==> config.mk <==
export PLATFORM = sky130hd
export DESIGN_NAME = pipe_stage_chain
export DESIGN_NICKNAME = d
export VERILOG_FILES = /design/src/rtl/pipe_stage_chain_pkg.sv /design/src/rtl/pipe_stage_chain_slot.sv /design/src/rtl/pipe_stage_chain.sv
export SDC_FILE = /design/constraint.sdc
export NUM_CORES = 1
export LEC_CHECK = 0
export CORE_MARGIN = 2
export CORE_UTILIZATION = 46
export DETAILED_ROUTE_END_ITERATION = 10
export PLACE_DENSITY = 0.77
export SETUP_SLACK_MARGIN = 0.02
export SLEW_MARGIN = 15
export SYNTH_ARGS = -nofsm -noshare
export SYNTH_HDL_FRONTEND = slang
export SYNTH_SLANG_ARGS = --single-unit
==> constraint.sdc <==
create_clock -name CLOCK -period 5 [get_ports CLOCK]
set_input_delay 0.5 -clock CLOCK [delete_from_list [all_inputs] [get_ports CLOCK]]
set_output_delay 0.5 -clock CLOCK [all_outputs]
set_load 0.1 [all_outputs]
==> src/rtl/pipe_stage_chain_pkg.sv <==
// Shared constants and the per-slot update priority used by the pipeline register chain.
package pipe_stage_chain_pkg;

    localparam int DEF_STAGES = 4;
    localparam int DEF_DATA_W = 32;
    localparam int DEF_REG_AW = 5;
    localparam int DEF_NSRC   = 2;
    localparam int DEF_CNT_W  = 16;

    // Register address that never forwards (hard-wired zero register)
    localparam int REG_ZERO = 0;

    typedef enum logic [1:0] {
        ACT_FLUSH,
        ACT_HOLD,
        ACT_BUBBLE,
        ACT_ADVANCE
    } slot_act_e;

    function automatic slot_act_e slot_action(input logic flush, input logic hold,
                                              input logic hold_prev);
        if (flush)
            return ACT_FLUSH;
        else if (hold)
            return ACT_HOLD;
        else if (hold_prev)
            return ACT_BUBBLE;
        return ACT_ADVANCE;
    endfunction

endpackage

==> src/rtl/pipe_stage_chain_slot.sv <==
// One pipeline slot: flush beats hold, hold beats bubble, bubble beats advance.
module pipe_slot
    import pipe_stage_chain_pkg::*;
#(
    parameter int DATA_W = DEF_DATA_W,
    parameter int REG_AW = DEF_REG_AW
) (
    input  logic              CLOCK,
    input  logic              rst,
    input  logic              flush,
    input  logic              hold,
    input  logic              hold_prev,
    input  logic              up_valid,
    input  logic [DATA_W-1:0] up_data,
    input  logic [REG_AW-1:0] up_dest,
    input  logic              up_wen,
    output logic              valid,
    output logic [DATA_W-1:0] data,
    output logic [REG_AW-1:0] dest,
    output logic              wen
);

    logic              valid_q, valid_d;
    logic              wen_q, wen_d;
    logic [DATA_W-1:0] data_q, data_d;
    logic [REG_AW-1:0] dest_q, dest_d;

    always_comb begin
        valid_d = valid_q;
        wen_d   = wen_q;
        data_d  = data_q;
        dest_d  = dest_q;
        case (slot_action(flush, hold, hold_prev))
            ACT_FLUSH, ACT_BUBBLE: begin
                valid_d = 1'b0;
                wen_d   = 1'b0;
            end
            ACT_ADVANCE: begin
                valid_d = up_valid;
                wen_d   = up_wen;
                data_d  = up_data;
                dest_d  = up_dest;
            end
            default: ;
        endcase
    end

    always_ff @(posedge CLOCK) begin
        if (!rst) begin
            valid_q <= 1'b0;
            wen_q   <= 1'b0;
        end else begin
            valid_q <= valid_d;
            wen_q   <= wen_d;
        end
    end

    // Payload is qualified by valid, so it needs no reset
    always_ff @(posedge CLOCK) begin
        data_q <= data_d;
        dest_q <= dest_d;
    end

    assign valid = valid_q;
    assign wen   = wen_q;
    assign data  = data_q;
    assign dest  = dest_q;

endmodule

==> src/rtl/pipe_stage_chain.sv <==
// Parametrised pipeline register chain with back-propagating stall, per-slot flush,
// youngest-first result forwarding and a saturating stall-cycle counter.
module pipe_stage_chain
    import pipe_stage_chain_pkg::*;
#(
    parameter int STAGES = DEF_STAGES,
    parameter int DATA_W = DEF_DATA_W,
    parameter int REG_AW = DEF_REG_AW,
    parameter int NSRC   = DEF_NSRC,
    parameter int CNT_W  = DEF_CNT_W
) (
    input  logic                             CLOCK,
    input  logic                             rst,
    input  logic                             in_valid,
    input  logic [DATA_W-1:0]                in_data,
    input  logic [REG_AW-1:0]                in_dest,
    input  logic                             in_wen,
    output logic                             in_ready,
    input  logic [STAGES-1:0]                stall,
    input  logic [STAGES-1:0]                flush,
    output logic [STAGES-1:0]                stage_valid,
    output logic                             out_valid,
    output logic [DATA_W-1:0]                out_data,
    output logic [REG_AW-1:0]                out_dest,
    output logic                             out_wen,
    input  logic [NSRC*REG_AW-1:0]           src_addr,
    output logic [NSRC-1:0]                  fwd_hit,
    output logic [NSRC*$clog2(STAGES)-1:0]   fwd_stage,
    output logic [NSRC*DATA_W-1:0]           fwd_data,
    output logic [CNT_W-1:0]                 stall_cnt
);

    localparam int SW = $clog2(STAGES);

    generate
        if (STAGES < 2 || NSRC < 1) begin : g_bad_params
            $error("pipe_stage_chain: requires STAGES>=2 and NSRC>=1");
        end
    endgenerate

    logic [STAGES-1:0] hold;
    logic [STAGES-1:0] slot_valid;
    logic [STAGES-1:0] slot_wen;
    logic [DATA_W-1:0] slot_data [STAGES];
    logic [REG_AW-1:0] slot_dest [STAGES];

    // A stall freezes its own slot and everything younger behind it
    assign hold[STAGES-1] = stall[STAGES-1];
    generate
        for (genvar gi = 0; gi < STAGES - 1; gi++) begin : g_hold
            assign hold[gi] = stall[gi] | hold[gi+1];
        end
    endgenerate

    assign in_ready = ~hold[0];

    generate
        for (genvar gi = 0; gi < STAGES; gi++) begin : g_slot
            if (gi == 0) begin : g_head
                pipe_slot #(.DATA_W(DATA_W), .REG_AW(REG_AW)) u_slot (
                    .CLOCK    (CLOCK),
                    .rst      (rst),
                    .flush    (flush[0]),
                    .hold     (hold[0]),
                    .hold_prev(1'b0),
                    .up_valid (in_valid),
                    .up_data  (in_data),
                    .up_dest  (in_dest),
                    .up_wen   (in_wen),
                    .valid    (slot_valid[0]),
                    .data     (slot_data[0]),
                    .dest     (slot_dest[0]),
                    .wen      (slot_wen[0])
                );
            end else begin : g_body
                pipe_slot #(.DATA_W(DATA_W), .REG_AW(REG_AW)) u_slot (
                    .CLOCK    (CLOCK),
                    .rst      (rst),
                    .flush    (flush[gi]),
                    .hold     (hold[gi]),
                    .hold_prev(hold[gi-1]),
                    .up_valid (slot_valid[gi-1]),
                    .up_data  (slot_data[gi-1]),
                    .up_dest  (slot_dest[gi-1]),
                    .up_wen   (slot_wen[gi-1]),
                    .valid    (slot_valid[gi]),
                    .data     (slot_data[gi]),
                    .dest     (slot_dest[gi]),
                    .wen      (slot_wen[gi])
                );
            end
        end
    endgenerate

    assign stage_valid = slot_valid;
    assign out_valid   = slot_valid[STAGES-1];
    assign out_data    = slot_data[STAGES-1];
    assign out_dest    = slot_dest[STAGES-1];
    assign out_wen     = slot_valid[STAGES-1] & slot_wen[STAGES-1];

    generate
        for (genvar gi = 0; gi < NSRC; gi++) begin : g_fwd
            logic [REG_AW-1:0] query;
            logic              hit_c;
            logic [SW-1:0]     stage_c;
            logic [DATA_W-1:0] data_c;

            assign query = src_addr[gi*REG_AW +: REG_AW];

            // Scan oldest to youngest so the youngest match overwrites
            always_comb begin
                hit_c   = 1'b0;
                stage_c = '0;
                data_c  = '0;
                for (int k = STAGES - 1; k >= 0; k--) begin
                    if (slot_valid[k] && slot_wen[k] && slot_dest[k] == query &&
                        query != REG_AW'(REG_ZERO)) begin
                        hit_c   = 1'b1;
                        stage_c = SW'(k);
                        data_c  = slot_data[k];
                    end
                end
            end

            assign fwd_hit[gi]               = hit_c;
            assign fwd_stage[gi*SW +: SW]     = stage_c;
            assign fwd_data[gi*DATA_W +: DATA_W] = data_c;
        end
    endgenerate

    logic [CNT_W-1:0] stall_cnt_q, stall_cnt_d;

    always_comb begin
        stall_cnt_d = stall_cnt_q;
        if (!in_ready && stall_cnt_q != {CNT_W{1'b1}})
            stall_cnt_d = stall_cnt_q + 1'b1;
    end

    always_ff @(posedge CLOCK) begin
        if (!rst)
            stall_cnt_q <= '0;
        else
            stall_cnt_q <= stall_cnt_d;
    end

    assign stall_cnt = stall_cnt_q;

endmodule

==> results.py, run 1 <==
metrics = {
    "run_status": {
        "status": "finished, final reports clean",
    },
    "synthesis": {
        "synthAdderAreaFrac": 0.001466,
        "ys_seq_elements": 172,
        "synthArstFlopShare": 0,
        "yosys_warnings": 0,
        "syn_avg_cell_area_um2": 11.47,
        "synth_cell_type_count": 40,
        "yosys.area_share.xor_xnor": 0.05438,
        "synth_edf_count": 148,
        "synth_top_family_by_area": "compound AO/OA/AOI/OAI gates",
        "ys.flop_type": "edfxtp_1",
        "synthMuxAreaShare": 0.003518,
        "seq_area_frac_synth": 0.5770,
        "synth_compound_area_frac": 0.1640,
        "syn_nets": 804,
        "syn_area_mm2": 0.008536,
        "synth_cells": 744,
        "synth-simple-area-share": 0.1507,
    },
    "clocking": {
        "clk_latency_ns": 0.42,
        "clock_path_buffers": 2,
        "cts.sinks": 172,
        "cts_tree": "yes",
        "cts_buffers": 17,
        "post_cts_resized": 0,
        "cts-root-buf": "clkbuf_16",
        "clk_pin_slew_ns": 0.07,
        "htreeDepth": 4,
        "cts-hold-fix-buffers": 0,
        "post_cts_buffers": 0,
    },
    "final_layout": {
        "nFillCells": 1427,
        "final_area_mm2": 0.01088,
        "final_nets": 960,
        "layout_common_cells": "nor2_1 (153), edfxtp_1 (148), clkdlybuf4s50_1 (118)",
        "drive_above_1_share": 0.1785,
        "layout_commonest_cell": "nor2_1",
        "area_delta_synth_final_pct": 27.48,
    },
    "setup_path": {
        "start_kind": "input pin",
        "critPathMaxFanout": 33,
        "crit_arrival_ns": 3.51,
        "criticalPathCategory": "input pin to primary output",
        "end_kind": "primary output",
        "crit_required_ns": 4.50,
    },
    "power": {
        "leakage_nw": 3.673,
        "power.density_mw_per_mm2": 277.3,
        "ir_drop_mv": 0.2303,
    },
    "timing": {
        "hold_viol": 0,
        "max_freq_ghz": 0.2492,
        "setup_tns_ns": 0,
        "skew_ns": 0.009733,
        "rsz0062_at_grt": "no",
        "slew_headroom": 0.3033,
        "period_needed_ns": 4.014,
        "setup_viol": 0,
        "worst_slew_pin_slew_ns": 1.042,
        "fin_crit_sh": 0.8027,
        "slew_viol_final": 0,
    },
    "drt": {
        "ant_nets": 0,
        "drt-total-wl_um": 22830,
        "drtIter0Drc": 517,
        "vias": 6637,
        "drt_first_pass_iters": 7,
        "detail_route.wl_per_cell_um": 19.98,
        "avgViaCountPerCell": 5.807,
        "route.detailed.drc": 0,
    },
    "global_routing": {
        "grt_use_total": 0.2331,
        "antenna_found_initial": 1,
        "grt_pass1_wl_um": 35770,
        "grt_max_degree": 68,
        "grt_pass1_vias": 6657,
        "gr-total-overflow": 0,
    },
    "floorplan": {
        "ioPinCount": 189,
        "die_w_um": 140.2,
        "die_y_um": 140.2,
        "core_area_mm2": 0.01809,
        "rows": 49,
        "start_util": 0.4719,
        "die-area_mm2": 0.01966,
    },
    "placement": {
        "io_buffer_count": 188,
        "gp_congestion": 0.8445,
        "place_area_mm2": 0.01031,
        "hpwlAfterDp_um": 14880,
    },
    "job": {
        "maxCapViolCount": 0,
    },
    "worst_hold_path": {
        "min_path_type": "register to register",
    },
}
-- worst paths after layout --
kind	from	to	slack, ns	depth (start not counted)
worst min-delay path	g_slot[2].g_body.u_slot.data[16]	g_slot[3].g_body.u_slot.data[16]	0.44	0
worst max-delay path	src_addr[2]	fwd_data[15]	0.99	9
worst max register to register	stall_cnt[0]	stall_cnt[11]	3.08	7
worst min register to register	g_slot[2].g_body.u_slot.data[16]	g_slot[3].g_body.u_slot.data[16]	0.44	0
-- area by class of cell --
class | instances | area [um2] | share of cell area
Antenna cell | 1 | 2.502 | 0.0002300
Clock buffer | 20 | 489.2 | 0.04496
Clock inverter | 12 | 80.08 | 0.007359
Inverter | 2 | 7.507 | 0.0006899
Multi-Input combinational cell | 501 | 3249 | 0.2986
Sequential cell | 172 | 4925 | 0.4526
Tap cell | 229 | 286.5 | 0.02633
Timing Repair Buffer | 206 | 1842 | 0.1693
-- per-stage QoR --
step | std cells | util | setup slack, ns | hold slack (ns) | power (mW)
5_1_grt | 1142 | 0.6015 | 0.8467 | 0.4548 | 3.114
4_1_cts | 1142 | 0.6015 | 0.9985 | 0.4439 | 3.045
3_5_place_dp | 1110 | 0.5700 | 1.012 | 0.4330 | 1.767
2_1_floorplan | 744 | - | 0.2070 | 0.4262 | 1.693
6_report | 1143 | 0.6017 | 0.9865 | 0.4432 | 3.018
3_3_place_gp | 1110 | 0.5700 | 1.040 | 0.4280 | 1.765
-- synthesized netlist by cell type (11+ instances only) --
| cell type | n | share of area |
|---|---|---|
| nor2_1 | 155 | 0.068 |
| edfxtp_1 | 148 | 0.52 |
| nand2_1 | 79 | 0.035 |
| a22o_1 | 64 | 0.066 |
| o221ai_1 | 37 | 0.038 |
| o221ai_2 | 27 | 0.047 |
| xor2_1 | 27 | 0.028 |
| xnor2_1 | 26 | 0.027 |
| buf_2 | 25 | 0.015 |
| dfxtp_1 | 24 | 0.056 |
| clkbuf_1 | 17 | 0.0075 |
| buf_4 | 12 | 0.011 |
| nand3_1 | 11 | 0.0064 |
-- where the power goes --
part | switching (mW) | internal, mW
combinational | 0.0970 | 0.0669
sequential | 0.0113 | 1.56
clock | 0.570 | 0.712
total | 0.678 | 2.34
-- flip-flops by register name, summed over array words and instances, names as in the netlist --
name / cells
g_slot.g_body.u_slot.wen: 3
stall_cnt: 16
g_slot.g_body.u_slot.dest: 15
g_slot.g_head.u_slot.valid: 1
g_slot.g_head.u_slot.dest: 5
g_slot.g_head.u_slot.wen: 1
g_slot.g_body.u_slot.valid: 3
g_slot.g_body.u_slot.data: 96
g_slot.g_head.u_slot.data: 32
-- logic make-up after synthesis --
group                      Yosys count
AOI/OAI and AO/OA                  147
xor gates and xnor gates            53
adders and majority gates            1
buffers and inverters               71
DFF                                172
muxes                                3
and+or+nand+nor                    297
-- metal layers --
metal / track usage / vias to the layer above / part of all wire / wire (um)
li1: - / 3075 / - / -
met5: 0 / - / 0 / 0
met3: 0.05744 / 35 / 0.075 / 1720
met4: 0.07762 / 0 / 0.015 / 337
met2: 0.3700 / 308 / 0.47 / 10800
met1: 0.3159 / 3219 / 0.44 / 9972
-- critical path, stage by stage --
cell,delay (ns)
clkdlybuf4s50_1,0.62
or4_4,0.20
nor2_4,0.04
or4_2,1.08
buf_4,0.39
nor2_1,0.13
nor2_1,0.06
a22o_1,0.24
buf_4,0.23
(Power assumes the default switching activity.)
==> run 2, diff against run 1 <==
- CORE_UTILIZATION: 46 -> 51
- PLACE_DENSITY: 0.77 -> 0.81
- clock period: 5 -> 4.19 ns (I/O delays scaled with it)
==> results.py, run 2 (same netlist as run 1, synthesis figures left out) <==
metrics = {
    "floorplan": {
        "start_util": 0.5184,
        "die_w_um": 133.4,
        "ioPinCount": 189,
        "die_y_um": 133.4,
        "die-area_mm2": 0.01779,
        "core_area_mm2": 0.01647,
        "rows": 47,
    },
    "setup_path": {
        "criticalPathCategory": "input pin to primary output",
        "end_kind": "primary output",
        "start_kind": "input pin",
        "rr_startpoint": "stall_cnt[0]",
        "critPathMaxFanout": 32,
        "crit_arrival_ns": 3.03,
        "crit_required_ns": 3.77,
        "r2r_end": "stall_cnt[15]",
        "reg2reg_depth": 7,
        "r2r_slack_ns": 2.32,
    },
    "timing": {
        "fin_crit_sh": 0.8229,
        "skew_ns": 0.005957,
        "period_needed_ns": 3.448,
        "worst_slew_pin_slew_ns": 1.045,
        "rsz0062_at_grt": "no",
        "slew_headroom": 0.3009,
        "hold_viol": 0,
        "max_freq_ghz": 0.2900,
        "slew_viol_final": 0,
        "setup_viol": 0,
    },
    "clocking": {
        "post_cts_buffers": 0,
        "cts-hold-fix-buffers": 0,
        "htreeDepth": 4,
        "cts_buffers": 17,
        "cts-root-buf": "clkbuf_16",
        "post_cts_resized": 0,
        "cts_tree": "yes",
        "clk_pin_slew_ns": 0.06,
        "clock_path_buffers": 2,
        "cts.sinks": 172,
        "clk_latency_ns": 0.43,
    },
    "worst_hold_path": {
        "hold_depth": 0,
        "holdPathEnd": "g_slot[3].g_body.u_slot.data[12]",
        "hold_start": "g_slot[2].g_body.u_slot.data[12]",
        "min_path_type": "register to register",
    },
    "final_layout": {
        "drive_above_1_share": 0.1743,
        "largest_reg_flops": 96,
        "final_nets": 959,
        "layout_common_cells": "nor2_1 (153), edfxtp_1 (148), clkdlybuf4s50_1 (117)",
        "num_antenna_cells": 0,
        "area_delta_synth_final_pct": 37.91,
        "stdcell_count": 1132,
        "layout_commonest_cell": "nor2_1",
    },
    "global_routing": {
        "antenna_found_initial": 0,
        "grt_max_degree": 68,
        "grt_use_total": 0.2683,
        "grt_pass1_vias": 6704,
        "grt_pass1_wl_um": 36760,
        "gr-total-overflow": 0,
    },
    "placement": {
        "gp_congestion": 0.9065,
        "hpwlAfterDp_um": 14940,
        "place_inst": 1100,
        "io_buffer_count": 188,
    },
    "power": {
        "p_total_mw": 3.587,
        "ir_drop_mv": 0.3511,
        "leakage_nw": 3.836,
        "power.density_mw_per_mm2": 304.7,
    },
    "drt": {
        "detail_route.wl_per_cell_um": 20.75,
        "ant_nets": 0,
        "route.detailed.drc": 0,
        "vias": 6676,
        "avgViaCountPerCell": 5.898,
        "drt_first_pass_iters": 7,
        "drt-total-wl_um": 23490,
        "drtIter0Drc": 656,
    },
    "run_status": {
        "status": "finished, final reports clean",
    },
    "job": {
        "maxCapViolCount": 0,
    },
}
==> run 2: power by group <==
group / switching, mW / internal [mW] / total (mW) / leakage (nW)
sequential: 0.0127 / 1.86 / 1.88 / 1.54
combinational: 0.120 / 0.0809 / 0.201 / 2.04
clock: 0.636 / 0.874 / 1.51 / 0.256
total: 0.769 / 2.82 / 3.59 / 3.84
==> run 2: through the flow <==
stage	utilization	setup WS (ns)	TNS [ns]	instance area, um2	hold WS, ns
2_1_floorplan	-	-0.2469	-0.2469	8566	0.4262
3_3_place_gp	0.6809	0.8544	0	11210	0.4284
3_5_place_dp	0.6809	0.8056	0	11210	0.4335
4_1_cts	0.7149	0.7510	0	11770	0.4480
5_1_grt	0.7149	0.6678	0	11770	0.4516
6_report	0.7149	0.7421	0	11770	0.4490
==> run 2: how the worst max path moves through the flow <==
| stage | startpoint | endpoint | slack, ns | depth (start not counted) |
|---|---|---|---|---|
| 2_1_floorplan | g_slot[3].g_body.u_slot.valid | fwd_stage[1] | -0.25 | 6 |
| 3_3_place_gp | src_addr[2] | fwd_data[17] | 0.85 | 9 |
| 3_5_place_dp | src_addr[0] | fwd_data[0] | 0.81 | 8 |
| 4_1_cts | src_addr[0] | fwd_data[31] | 0.75 | 8 |
| 5_1_grt | src_addr[6] | fwd_data[45] | 0.67 | 9 |
| 6_report | src_addr[2] | fwd_data[31] | 0.74 | 8 |
==> run 2: area by class of cell <==
cell class | instances | area [um2]
Inverter | 2 | 7.507
Sequential cell | 172 | 4925
Multi-Input combinational cell | 501 | 3272
Fill cell | 1137 | 4695
Timing Repair Buffer | 205 | 2733
Clock buffer | 21 | 440.4
Tap cell | 220 | 275.3
Clock inverter | 11 | 118.9
==> run 2: metal layers <==
metal,vias up,wire (um),track usage
li1,3064,-,-
met1,3223,9618,0.3550
met2,354,11450,0.4404
met3,35,1977,0.05936
met4,0,438,0.09220
met5,-,0,0
==> run 2: critical path, stage by stage <==
cell and delay, ns:
clkdlybuf4s50_1 0.57, or4_4 0.56, nor2_4 0.14, nand3b_1 0.13, buf_4 0.52, o221ai_1 0.23, a22o_1 0.27, buf_12 0.18
==> run 3, diff against run 2 <==
- CORE_UTILIZATION: 51 -> 46
- PLACE_DENSITY: 0.81 -> 0.77
- clock period: 4.19 -> 3.1 ns (I/O delays scaled with it)
==> results.py, run 3 (same netlist as run 1, synthesis figures left out) <==
metrics = {
    "placement": {
        "place_area_mm2": 0.01147,
        "gp_congestion": 0.8816,
        "place_inst": 1133,
        "post-place-ws_ns": 0.04749,
        "hpwlAfterDp_um": 15790,
        "io_buffer_count": 188,
    },
    "drt": {
        "ant_nets": 0,
        "route.detailed.drc": 0,
        "drt_first_pass_iters": 5,
        "detail_route.wl_per_cell_um": 20.76,
        "drtIter0Drc": 559,
        "drt-total-wl_um": 24200,
        "avgViaCountPerCell": 5.870,
        "vias": 6844,
    },
    "clocking": {
        "clk_pin_slew_ns": 0.07,
        "htreeDepth": 4,
        "cts_tree": "yes",
        "cts.sinks": 172,
        "cts-root-buf": "clkbuf_16",
        "clock_path_buffers": 2,
        "clk_latency_ns": 0.42,
        "cts_buffers": 17,
    },
    "setup_path": {
        "cpMostUsedCell": "buf_4",
        "crit_required_ns": 2.79,
        "path_buf_inv": 5,
        "crit_arrival_ns": 2.67,
        "cp_cell_sequence": "clkdlybuf4s50_1 > buf_4 > xor2_1 > nor3_1 > buf_4 > a31oi_1 > nand2_2 > buf_4 > o221ai_1 > a22o_2 > buf_12",
        "criticalPathCategory": "input pin to primary output",
        "cp_slowest_cell": "clkdlybuf4s50_1",
        "rr_startpoint": "stall_cnt[0]",
        "critPathTopFamily": "buffers and inverters",
        "end_kind": "primary output",
        "critPathMaxFanout": 8,
        "start_kind": "input pin",
        "critical-path-max-stage-delay_ns": 0.50,
        "worstSetupStartpoint": "src_addr[3]",
        "path_depth": 11,
        "reg2reg_depth": 8,
        "cp-endpoint": "fwd_data[3]",
        "r2r_slack_ns": 1.23,
        "r2r_end": "stall_cnt[7]",
    },
    "power": {
        "pwr-share-seq": 0.516,
        "p_switching_mw": 1.085,
        "leakage_nw": 4.115,
        "power.density_mw_per_mm2": 406.0,
        "ir_drop_mv": 0.3713,
        "combPwrFrac": 0.059,
        "p_clk_frac": 0.426,
        "p_int_mw": 3.832,
        "p_sw_frac": 0.2207,
    },
    "job": {
        "maxCapViolCount": 0,
    },
    "final_layout": {
        "final_nets": 984,
        "largest_reg_flops": 96,
        "layout_commonest_cell": "nor2_1",
        "final_core_utilization": 0.6697,
        "num_antenna_cells": 0,
        "stdcell_count": 1166,
        "layout_common_cells": "nor2_1 (153), edfxtp_1 (148), clkdlybuf4s50_1 (87)",
        "final_area_mm2": 0.01211,
        "area_delta_synth_final_pct": 41.91,
        "drive_above_1_share": 0.2551,
    },
    "global_routing": {
        "gr-total-overflow": 0,
        "grt_pass1_wl_um": 37240,
        "grt_use_total": 0.2424,
        "grt_max_degree": 68,
        "antenna_found_initial": 0,
        "grt_pass1_vias": 6731,
    },
    "timing": {
        "period_needed_ns": 2.983,
        "whs_ns": 0.4378,
        "fin_crit_sh": 0.9624,
        "rsz0062_at_grt": "yes",
        "setup_viol": 0,
        "slew_viol_final": 0,
        "worst_slew_pin_slew_ns": 1.032,
        "max_freq_ghz": 0.3352,
        "skew_ns": 0.008893,
        "hold_viol": 0,
        "slew_headroom": 0.3101,
        "setup_ws_ns": 0.1165,
    },
    "floorplan": {
        "core_area_mm2": 0.01809,
        "rows": 49,
        "ioPinCount": 189,
        "die_y_um": 140.2,
        "die-area_mm2": 0.01966,
        "die_w_um": 140.2,
        "start_util": 0.4719,
    },
    "run_status": {
        "status": "finished, final reports clean",
    },
    "worst_hold_path": {
        "min_path_type": "input pin to register",
        "hold_depth": 1,
    },
}
[run 3: cell count changes in the layout (fill, tap and decap cells not counted), moves of 4 or more]
cell	change
buf_4	+40
dlymetal6s2s_1	+4
buf_12	+7
a22o_1	-22
a22o_2	+22
clkdlybuf4s50_1	-30
[run 3: worst reg2reg max path, cell delays in order (launching register included)]
cell     delay [ns]
dfxtp_1        0.41
ha_1           0.19
nand3_1        0.10
nor4_1         0.46
nor3_1         0.10
buf_4          0.18
nand4_1        0.11
xor2_1         0.16
nor2_1         0.05
[run 3: worst min-delay path by stage]
stage	start	end	slack, ns
after floorplan	in_data[0]	g_slot[0].g_head.u_slot.data[0]	0.41
after global placement	g_slot[2].g_body.u_slot.data[13]	g_slot[3].g_body.u_slot.data[13]	0.43
after detailed placement	g_slot[2].g_body.u_slot.data[25]	g_slot[3].g_body.u_slot.data[25]	0.43
after CTS	in_data[14]	g_slot[0].g_head.u_slot.data[14]	0.42
after global routing	in_data[27]	g_slot[0].g_head.u_slot.data[27]	0.42
final	in_data[14]	g_slot[0].g_head.u_slot.data[14]	0.44
[run 3: metal layers]
layer | up-vias | part of all wire | GRT usage
met3 | 27 | 0.082 | 0.05675
met1 | 3322 | 0.42 | 0.3296
li1 | 3124 | - | -
met4 | 0 | 0.013 | 0.06167
met5 | - | 0 | 0
met2 | 371 | 0.48 | 0.3955
[run 3: through the flow]
stage / total power [mW] / setup TNS (ns)
final: 4.917 / 0
after global placement: 2.868 / 0
after floorplan: 2.730 / -0.2266
after detailed placement: 2.871 / 0
after global routing: 5.064 / 0
after CTS: 4.949 / 0
[run 3: repair_timing]
action | in CTS | in global routing
setup buffers | 0 | 0
resized for setup | 0 | 11
endpoints found under the setup margin | 0 | 61
hold buffers | 0 | 0
[run 3: cell type report]
class	count	area [um2]
Tap cell	229	286.5
Multi-Input combinational cell	501	3321
Timing Repair Buffer	230	2998
Fill cell	1310	5973
Clock inverter	13	141.4
Inverter	2	7.507
Clock buffer	19	432.9
Sequential cell	172	4926
[run 3: power by group through the flow]
stage	logic (mW)	clock network, mW	registers (mW)
2_1_floorplan	0.0904	0	2.64
3_3_place_gp	0.284	0	2.58
3_5_place_dp	0.286	0	2.59
4_1_cts	0.287	2.13	2.53
5_1_grt	0.305	2.22	2.54
6_report	0.288	2.09	2.54
